**config.mk**
```make
export PLATFORM = sky130hd
export DESIGN_NAME = subsurf_seq_flat
export DESIGN_NICKNAME = d
export VERILOG_FILES = /design/src/rtl/subsurf_seq_if.sv /design/src/rtl/subsurf_seq.sv /design/src/flat_wrapper.sv
export SDC_FILE = /design/constraint.sdc
export NUM_CORES = 1
export LEC_CHECK = 0
export ABC_AREA = 1
export ABC_CLOCK_PERIOD_IN_PS = 2800
export BUFFER_PORTS_ARGS = -buffer_cell sky130_fd_sc_hd__buf_2
export CORE_AREA = 2 2 115 117
export CTS_CLUSTER_DIAMETER = 150
export DETAILED_ROUTE_END_ITERATION = 10
export DIE_AREA = 0 0 117 119
export HOLD_SLACK_MARGIN = 0.02
export SYNTH_ARGS = -nofsm -noshare
export SYNTH_HDL_FRONTEND = slang
export SYNTH_SLANG_ARGS = --single-unit
```
**constraint.sdc**
```tcl
create_clock -name clk -period 2.8 [get_ports clk]
set_input_delay 0.84 -clock clk [delete_from_list [all_inputs] [get_ports clk]]
set_output_delay 0.84 -clock clk [all_outputs]
set_load 0.01 [all_outputs]
```
**src/rtl/subsurf_seq_if.sv**
```systemverilog
// subsurf_seq_if: stage start/busy handshake, per-stage and host object-RAM requests,
// and the single muxed object-RAM port.
interface subsurf_seq_if #(
    parameter int NUM_STAGES = 4
);
    logic [NUM_STAGES-1:0]    stage_start;
    logic [NUM_STAGES-1:0]    stage_busy;
    logic [NUM_STAGES-1:0]    stage_obj_en;
    logic [4*NUM_STAGES-1:0]  stage_obj_we;
    logic [9*NUM_STAGES-1:0]  stage_obj_a;
    logic [32*NUM_STAGES-1:0] stage_obj_di;
    logic                     host_en;
    logic [3:0]               host_we;
    logic [8:0]               host_a;
    logic [31:0]              host_di;
    logic                     RAM_OBJ_EN;
    logic [3:0]               RAM_OBJ_WE;
    logic [8:0]               RAM_OBJ_A;
    logic [31:0]              RAM_OBJ_Di;

    modport master (
        output stage_start, RAM_OBJ_EN, RAM_OBJ_WE, RAM_OBJ_A, RAM_OBJ_Di,
        input  stage_busy, stage_obj_en, stage_obj_we, stage_obj_a, stage_obj_di,
        input  host_en, host_we, host_a, host_di
    );
    modport slave (
        input  stage_start, RAM_OBJ_EN, RAM_OBJ_WE, RAM_OBJ_A, RAM_OBJ_Di,
        output stage_busy, stage_obj_en, stage_obj_we, stage_obj_a, stage_obj_di,
        output host_en, host_we, host_a, host_di
    );
endinterface

```
**src/rtl/subsurf_seq.sv**
```systemverilog
// subsurf_seq: runs the subdivision stages in order for a programmed number of passes,
// owns the object RAM port and flags any stage that stalls its start/busy handshake.
module subsurf_seq #(
    parameter int NUM_STAGES = 4,
    parameter int TIMEOUT_W  = 16
) (
    input  logic          clk,
    input  logic          rst,
    input  logic          go,
    input  logic          abort,
    input  logic [2:0]    iterations,
    output logic          busy,
    output logic          done,
    output logic          err,
    output logic [1:0]    cur_stage,
    output logic [2:0]    cur_iter,
    subsurf_seq_if.master bus
);
    typedef enum logic [2:0] {IDLE, START, ARM, RUN, NEXT, DONE, ERROR} state_t;

    state_t               state_q, state_d;
    logic [1:0]           stage_q, stage_d;
    logic [2:0]           iter_q, iter_d, iters_q, iters_d;
    logic                 err_q, err_d;
    logic [TIMEOUT_W-1:0] wd_q, wd_d;
    logic                 cur_busy, last_stage, grant;
    int                   sel;

    assign sel        = int'(stage_q);
    assign cur_busy   = bus.stage_busy[stage_q];
    assign last_stage = sel == NUM_STAGES - 1;
    assign err        = err_q;
    assign cur_stage  = stage_q;
    assign cur_iter   = iter_q;

    always_ff @(posedge clk or posedge rst) begin
        if (rst) begin
            state_q <= IDLE;
            stage_q <= '0;
            iter_q  <= '0;
            iters_q <= '0;
            err_q   <= 1'b0;
            wd_q    <= '0;
        end else begin
            state_q <= state_d;
            stage_q <= stage_d;
            iter_q  <= iter_d;
            iters_q <= iters_d;
            err_q   <= err_d;
            wd_q    <= wd_d;
        end
    end

    // abort freezes every register except the state, which drops to IDLE
    always_comb begin
        state_d = state_q;
        stage_d = stage_q;
        iter_d  = iter_q;
        iters_d = iters_q;
        err_d   = err_q;
        wd_d    = wd_q;
        if (abort) state_d = IDLE;
        else begin
            case (state_q)
                IDLE, ERROR: if (go) begin
                    iters_d = iterations;
                    iter_d  = '0;
                    stage_d = '0;
                    err_d   = 1'b0;
                    state_d = (iterations == 3'd0) ? DONE : START;
                end
                START: begin
                    wd_d    = '0;
                    state_d = ARM;
                end
                ARM, RUN: begin
                    wd_d = wd_q + 1'b1;
                    if (&wd_d) begin
                        err_d   = 1'b1;
                        state_d = ERROR;
                    end else if (state_q == ARM && cur_busy) state_d = RUN;
                    else if (state_q == RUN && !cur_busy) state_d = NEXT;
                end
                NEXT: if (!last_stage) begin
                    stage_d = stage_q + 1'b1;
                    state_d = START;
                end else begin
                    stage_d = '0;
                    iter_d  = iter_q + 1'b1;
                    state_d = (iter_d == iters_q) ? DONE : START;
                end
                default: state_d = IDLE;
            endcase
        end
    end

    always_comb begin
        bus.stage_start = '0;
        if (state_q == START) bus.stage_start[stage_q] = 1'b1;
        busy           = state_q != IDLE && state_q != ERROR;
        done           = state_q == DONE;
        grant          = state_q inside {START, ARM, RUN, NEXT};
        bus.RAM_OBJ_EN = grant ? bus.stage_obj_en[stage_q] : bus.host_en;
        bus.RAM_OBJ_WE = grant ? bus.stage_obj_we[sel*4 +: 4] : bus.host_we;
        bus.RAM_OBJ_A  = grant ? bus.stage_obj_a[sel*9 +: 9] : bus.host_a;
        bus.RAM_OBJ_Di = grant ? bus.stage_obj_di[sel*32 +: 32] : bus.host_di;
    end
endmodule

```
**src/flat_wrapper.sv**
```systemverilog
// flat-port wrapper written by rule: the top's interface ports become plain ports
module subsurf_seq_flat 
#(
    parameter int NUM_STAGES = 4,
    parameter int TIMEOUT_W  = 16
)
  (clk, rst, go, abort, iterations, busy, done, err, cur_stage, cur_iter, bus_stage_start, bus_RAM_OBJ_EN, bus_RAM_OBJ_WE, bus_RAM_OBJ_A, bus_RAM_OBJ_Di, bus_stage_busy, bus_stage_obj_en, bus_stage_obj_we, bus_stage_obj_a, bus_stage_obj_di, bus_host_en, bus_host_we, bus_host_a, bus_host_di);
  subsurf_seq_if #(.NUM_STAGES(NUM_STAGES)) bus_i ();
  input  logic clk;
  input  logic rst;
  input  logic go;
  input  logic abort;
  input  logic [2:0] iterations;
  output logic busy;
  output logic done;
  output logic err;
  output logic [1:0] cur_stage;
  output logic [2:0] cur_iter;
  output wire logic [$bits(bus_i.stage_start)-1:0] bus_stage_start;
  output wire logic [$bits(bus_i.RAM_OBJ_EN)-1:0] bus_RAM_OBJ_EN;
  output wire logic [$bits(bus_i.RAM_OBJ_WE)-1:0] bus_RAM_OBJ_WE;
  output wire logic [$bits(bus_i.RAM_OBJ_A)-1:0] bus_RAM_OBJ_A;
  output wire logic [$bits(bus_i.RAM_OBJ_Di)-1:0] bus_RAM_OBJ_Di;
  input wire logic [$bits(bus_i.stage_busy)-1:0] bus_stage_busy;
  input wire logic [$bits(bus_i.stage_obj_en)-1:0] bus_stage_obj_en;
  input wire logic [$bits(bus_i.stage_obj_we)-1:0] bus_stage_obj_we;
  input wire logic [$bits(bus_i.stage_obj_a)-1:0] bus_stage_obj_a;
  input wire logic [$bits(bus_i.stage_obj_di)-1:0] bus_stage_obj_di;
  input wire logic [$bits(bus_i.host_en)-1:0] bus_host_en;
  input wire logic [$bits(bus_i.host_we)-1:0] bus_host_we;
  input wire logic [$bits(bus_i.host_a)-1:0] bus_host_a;
  input wire logic [$bits(bus_i.host_di)-1:0] bus_host_di;
  assign bus_stage_start = bus_i.stage_start;
  assign bus_RAM_OBJ_EN = bus_i.RAM_OBJ_EN;
  assign bus_RAM_OBJ_WE = bus_i.RAM_OBJ_WE;
  assign bus_RAM_OBJ_A = bus_i.RAM_OBJ_A;
  assign bus_RAM_OBJ_Di = bus_i.RAM_OBJ_Di;
  assign bus_i.stage_busy = bus_stage_busy;
  assign bus_i.stage_obj_en = bus_stage_obj_en;
  assign bus_i.stage_obj_we = bus_stage_obj_we;
  assign bus_i.stage_obj_a = bus_stage_obj_a;
  assign bus_i.stage_obj_di = bus_stage_obj_di;
  assign bus_i.host_en = bus_host_en;
  assign bus_i.host_we = bus_host_we;
  assign bus_i.host_a = bus_host_a;
  assign bus_i.host_di = bus_host_di;
  subsurf_seq #(.NUM_STAGES(NUM_STAGES), .TIMEOUT_W(TIMEOUT_W)) u_core (.clk(clk), .rst(rst), .go(go), .abort(abort), .iterations(iterations), .busy(busy), .done(done), .err(err), .cur_stage(cur_stage), .cur_iter(cur_iter), .bus(bus_i));
endmodule
```
### Word-level counts from Yosys, hierarchy flattened

Index checks and enable logic that the tools add are counted.

* flip-flop bits (word level): 28
* input port bits: 241
* RAM bits: 0
* bits in latches: 0
* memory bits (read-only): 0
* memories kept: 0

* div/mod/pow operators: 0
* muxes and demuxes: 30
* equality and inequality tests: 14
* shift operators: 3
* $lt $le $gt $ge: 2
* add/subtract/negate cells: 3
* bitwise logic cells: 1
* $mul: 1
* reduce and logical (&&, ||, !) cells: 21

Operators by type and width (number)
* $shiftx 128x8->32: 1
* $shiftx 36x32->9: 1
* $mux 32: 1
* $pmux 16 s2: 1
* $mux 3: 10
* $add 16x1->16 const B: 1
* $reduce_and 16->1: 1
* $shiftx 16x5->4: 1
* $pmux 3 s4: 1
* $eq 3x3->1 const B: 3
* $mux 9: 1
* $mux 4: 2
* $reduce_and 4->1: 2
* $eq 3x2->1 const B: 2
* $logic_not 3->1: 2
* $mul 2x4->6 const B: 1
* $mux 1: 6
* $ne 3x3->1 const B: 2
* $pmux 3 s2: 1
* $reduce_and 3->1: 2
* $reduce_bool 2->1: 3
* $ne 5x2->1 const B: 1
* $bmux 1 s2: 2
* $logic_and 1x1->1: 4
* other kinds (19): 23

### Depth between registers and ports, before layout

* word-level depth: 9
* mapped depth: 15
* depth with buffers taken out: 15

### Worst setup path after synthesis

No wires, ideal clock.

* path kind: register to output
* start: register u_core.stage_q[0] (netlist: u_core.cur_stage[0])
* end: output bus_RAM_OBJ_A[1]
* slack: 0.485 ns
* cell stages (with the launch flop): 7
* arrival: 1.475 ns
* path buffers: 2
* cells stage by stage: dfrtp_1 -> buf_2 -> clkbuf_1 -> nor2_1 -> nor2_1 -> o21ai_0 -> a31oi_1

* cells in the longest elaborated chain, start to end: 3

RTL lines
* start, declared: RTL line subsurf_seq.sv:22 `logic [1:0] stage_q, stage_d;`
* start signal, assigned: RTL line subsurf_seq.sv:46 `stage_q <= stage_d;`
* $mul 2x4->6: RTL line subsurf_seq.sv:105 `bus.RAM_OBJ_A = grant ? bus.stage_obj_a[sel*9 +: 9] : bus.host_a;`
* $shiftx 36x32->9: RTL line subsurf_seq.sv:105
* $mux 9: RTL line subsurf_seq.sv:105
* end, declared: RTL line flat_wrapper.sv:22 `output wire logic [$bits(bus_i.RAM_OBJ_A)-1:0] bus_RAM_OBJ_A;`

No other way between the ends.

### Worst setup path in the final report

* start: register u_core.state_q[1]
* end: output bus_RAM_OBJ_Di[20]

* cells in the longest elaborated chain, start to end: 3
* elaborated cells on any way between the ends: 6
* those cells by class: eq/ne (4); mux (1); reduce/logical (1)

RTL lines
* start, declared: RTL line subsurf_seq.sv:21 `state_t state_q, state_d;`
* start signal, assigned: RTL line subsurf_seq.sv:45 `state_q <= state_d;`
* $eq 3x1->1, or another cell as far along: RTL line subsurf_seq.sv:102 `grant = state_q inside {START, ARM, RUN, NEXT};`
* $reduce_bool 4->1 *: RTL line subsurf_seq.sv:102
* $mux 32 *: RTL line subsurf_seq.sv:106 `bus.RAM_OBJ_Di = grant ? bus.stage_obj_di[sel*32 +: 32] : bus.host_di;`
* end, declared: RTL line flat_wrapper.sv:23 `output wire logic [$bits(bus_i.RAM_OBJ_Di)-1:0] bus_RAM_OBJ_Di;`

Mark *: on every way between the ends. The rest lies on a longest branch, timed or not.

==> impl_metrics.yaml <==
outcome:
  status: "complete, no violations"
routing:
  vias_per_cell: 4.98
  wl_per_cell_um: 16.5
  route.met3.wl_um: 2030
  vias: 5771
  wl_met1_um: 8400
  topRoutingLayerUsed: "met5"
  totalWireLength_um: 19200
  dr_wl_met2_um: 8460
  ant_nets: 0
  dr.first_iter.drc_count: 462
  drtPass1Iterations: 5
  drc: 0
synth:
  synth_cells: 696
  ys_seq_elements: 28
  ys_types: 35
  synth_nets: 944
  syn_avg_cell_area_sq_um: 5.52
  syn_area_sq_um: 3840
  ys_seq_area_share_pct: 18.2
  yosysWarnings: 0
sta:
  post-route-period-util_pct: 98.3
  clock_skew_ns: 0.00198
  fmax_mhz: 363
  hold_viol_final: 0
  relSlewSlack_pct: 64.2
  maxSlewViolCount: 0
  setup_viol: 0
  min_period_ns: 2.75
  tns_ns: 0
  tightestPinTransition_ns: 0.531
final_layout:
  syn2layout_area_growth_pct: 51.3
  layout.cells.most_common_list: "298 x buf_2, 259 x nor2_1, 106 x o21ai_0"
  mostFrequentLayoutCell: "buf_2"
  fill_cells: 1449
  nets: 1229
  drive_gt1_share_pct: 38.2
job:
  cap_violations: 0
die:
  row_count: 42
  die_x_um: 117
  start_util_pct: 29.8
  die_area_sq_um: 13900
  fp.dieH_um: 119
  coreArea_sq_um: 12900
  ios: 299
clock_network:
  clock-sinks: 28
  clk_pin_slew_worst_paths_ns: 0.07
  clk_path_buf_depth: 2
  insertion_delay_ns: 0.26
  cts_tree: "done"
  hold_buffers: 0
  cts_root_buf: "clkbuf_16"
  ctsHtreeMaxLevel: 1
  cts_buffers: 3
grt:
  grt_max_degree: 65
  grt_overflow_total: 0
  antenna_found_initial: 10
  track_usage_pct: 25.3
  grt_first_pass_wirelength_um: 27200
  grt_pass1_vias: 4983
critical_path:
  cp-start-kind: "flop"
  crit_required_ns: 1.96
  cp_cell_sequence: "inv_2 > nor2_4 > nor2_4 > nand2_8 > bufbuf_16 > a31oi_1 > buf_2"
  cpMaxStageDelayCell: "dfrtp_2"
  critPathMaxStageDelay_ns: 0.50
  cpMostUsedCell: "nor2_4"
  crit_fanout: 27
  crit_path_end_kind: "primary output"
  critical_path_buf_inv_count: 3
  cp.arrival_ns: 1.91
  critPathTopFamily: "buffers and inverters"
  path_class: "flop to primary output"
power:
  peakVddDrop_uv: 396
  powerDensity_nw_per_um2: 779
  power.total_uw: 4520
  p_leak_uw: 0.00289
place:
  numPortBuffers: 298
  place.gp.congestion: 0.966
  dp_hpwl_um: 15000
worst_hold_path:
  hold_class: "flop to flop"
[what timing repair did]
item,in CTS,in global routing
gates cloned,1,2
resized for setup,5,11
buffers inserted,1,6
endpoints found under the setup margin,39,40
pin swaps,1,4
[Yosys cell counts]
cell type | count | share of area, %
nor2_1 | 260 | 25
o21ai_0 | 106 | 14
nand2_1 | 78 | 7.6
a31oi_1 | 46 | 7.5
inv_1 | 39 | 3.8
dfrtp_1 | 28 | 18
clkbuf_1 | 20 | 2.0
nand3_1 | 19 | 2.5
nand2_2 | 13 | 2.1
o22ai_1 | 12 | 2.0
buf_1 | 9 | 0.88
buf_2 | 8 | 1.0
ha_1 | 7 | 2.3
nand4_1 | 7 | 1.1
nor3_1 | 6 | 0.78
buf_6 | 5 | 1.5
nor2_4 | 5 | 1.5
inv_2 | 4 | 0.39
nor2_2 | 4 | 0.65
mux2_2 | 3 | 0.88
nand3b_1 | 2 | 0.39
nor3_4 | 2 | 0.85
a211oi_2 | 1 | 0.33
a21oi_1 | 1 | 0.13
a21oi_2 | 1 | 0.23
a22oi_1 | 1 | 0.20
buf_4 | 1 | 0.20
clkinv_1 | 1 | 0.098
mux2i_1 | 1 | 0.26
nand3_2 | 1 | 0.26
nor4_1 | 1 | 0.16
o21a_4 | 1 | 0.39
o21ai_2 | 1 | 0.23
xnor2_1 | 1 | 0.23
xor2_1 | 1 | 0.23
[path summary, 6_finish.rpt]
kind,startpoint,end,slack [ns],cells past startpoint
setup / recovery,u_core.state_q[1],bus_RAM_OBJ_Di[20],0.05,7
hold / removal,u_core.err,u_core.err,0.48,2
setup reg to reg,u_core.wd_q[1],u_core.state_q[0],0.81,12
hold reg to reg,u_core.err,u_core.err,0.48,2
max in group asynchronous,rst,u_core.state_q[0],1.70,3
min in group asynchronous,rst,u_core.wd_q[2],0.57,2
[layer usage]
metal	vias up	GRT usage [%]
met5	-	0
met4	12	3.68
met3	28	6.36
met2	288	39.2
met1	2563	36.1
li1	2880	-
[worst min-delay path: stages, from the launching register on]
cell and delay, ns:
dfrtp_1 0.34, nand2_1 0.05, nand2_1 0.06
[state kept, by name, indices dropped and copies added (netlist names)]
register          count
u_core.cur_iter       3
u_core.state_q        3
u_core.cur_stage      2
u_core.wd_q          16
u_core.iters_q        3
u_core.err            1
[where the power goes]
part	switching, uW	internal [uW]
logic	2080	1440
registers	138	521
clock network	146	195
total	2370	2160
[metrics by stage]
stage / area, sq um / cells / worst slack, ns / utilization, % / hold slack [ns]
after floorplan: 3840 / 696 / 0.485 / - / 0.497
final: 5810 / 1160 / 0.0470 / 45.1 / 0.484
after global routing: 5800 / 1157 / -0.0237 / 45.1 / 0.546
after detailed placement: 5530 / 1142 / 0.171 / 42.9 / 0.470
after CTS: 5660 / 1148 / 0.00535 / 44.0 / 0.488
after global placement: 5530 / 1142 / 0.258 / 42.9 / 0.476
[cells by family (layout without fill, tap and decap cells)]
| family | after synthesis | after routing | synth area share [%] |
|---|---|---|---|
| other cells | 0 | 4 | 0 |
| simple gates | 398 | 398 | 43.3 |
| xor+xnor | 2 | 2 | 0.456 |
| mux | 4 | 4 | 1.14 |
| compound gates | 170 | 170 | 24.7 |
| flops | 28 | 28 | 18.2 |
| buf+inv | 87 | 371 | 9.83 |
| fa+ha+maj | 7 | 7 | 2.28 |
[layout make-up]
| type | instances | area [sq um] | area share, % |
|---|---|---|---|
| tap | 176 | 220 | 3.79 |
| timing repair buffer | 323 | 1820 | 31.3 |
| clock buffer | 4 | 78.8 | 1.36 |
| sequential | 28 | 709 | 12.2 |
| inverter | 44 | 165 | 2.84 |
| multi-input combinational | 581 | 2810 | 48.4 |
| antenna | 4 | 10.0 | 0.172 |
Power figures use the tool's default switching activity.
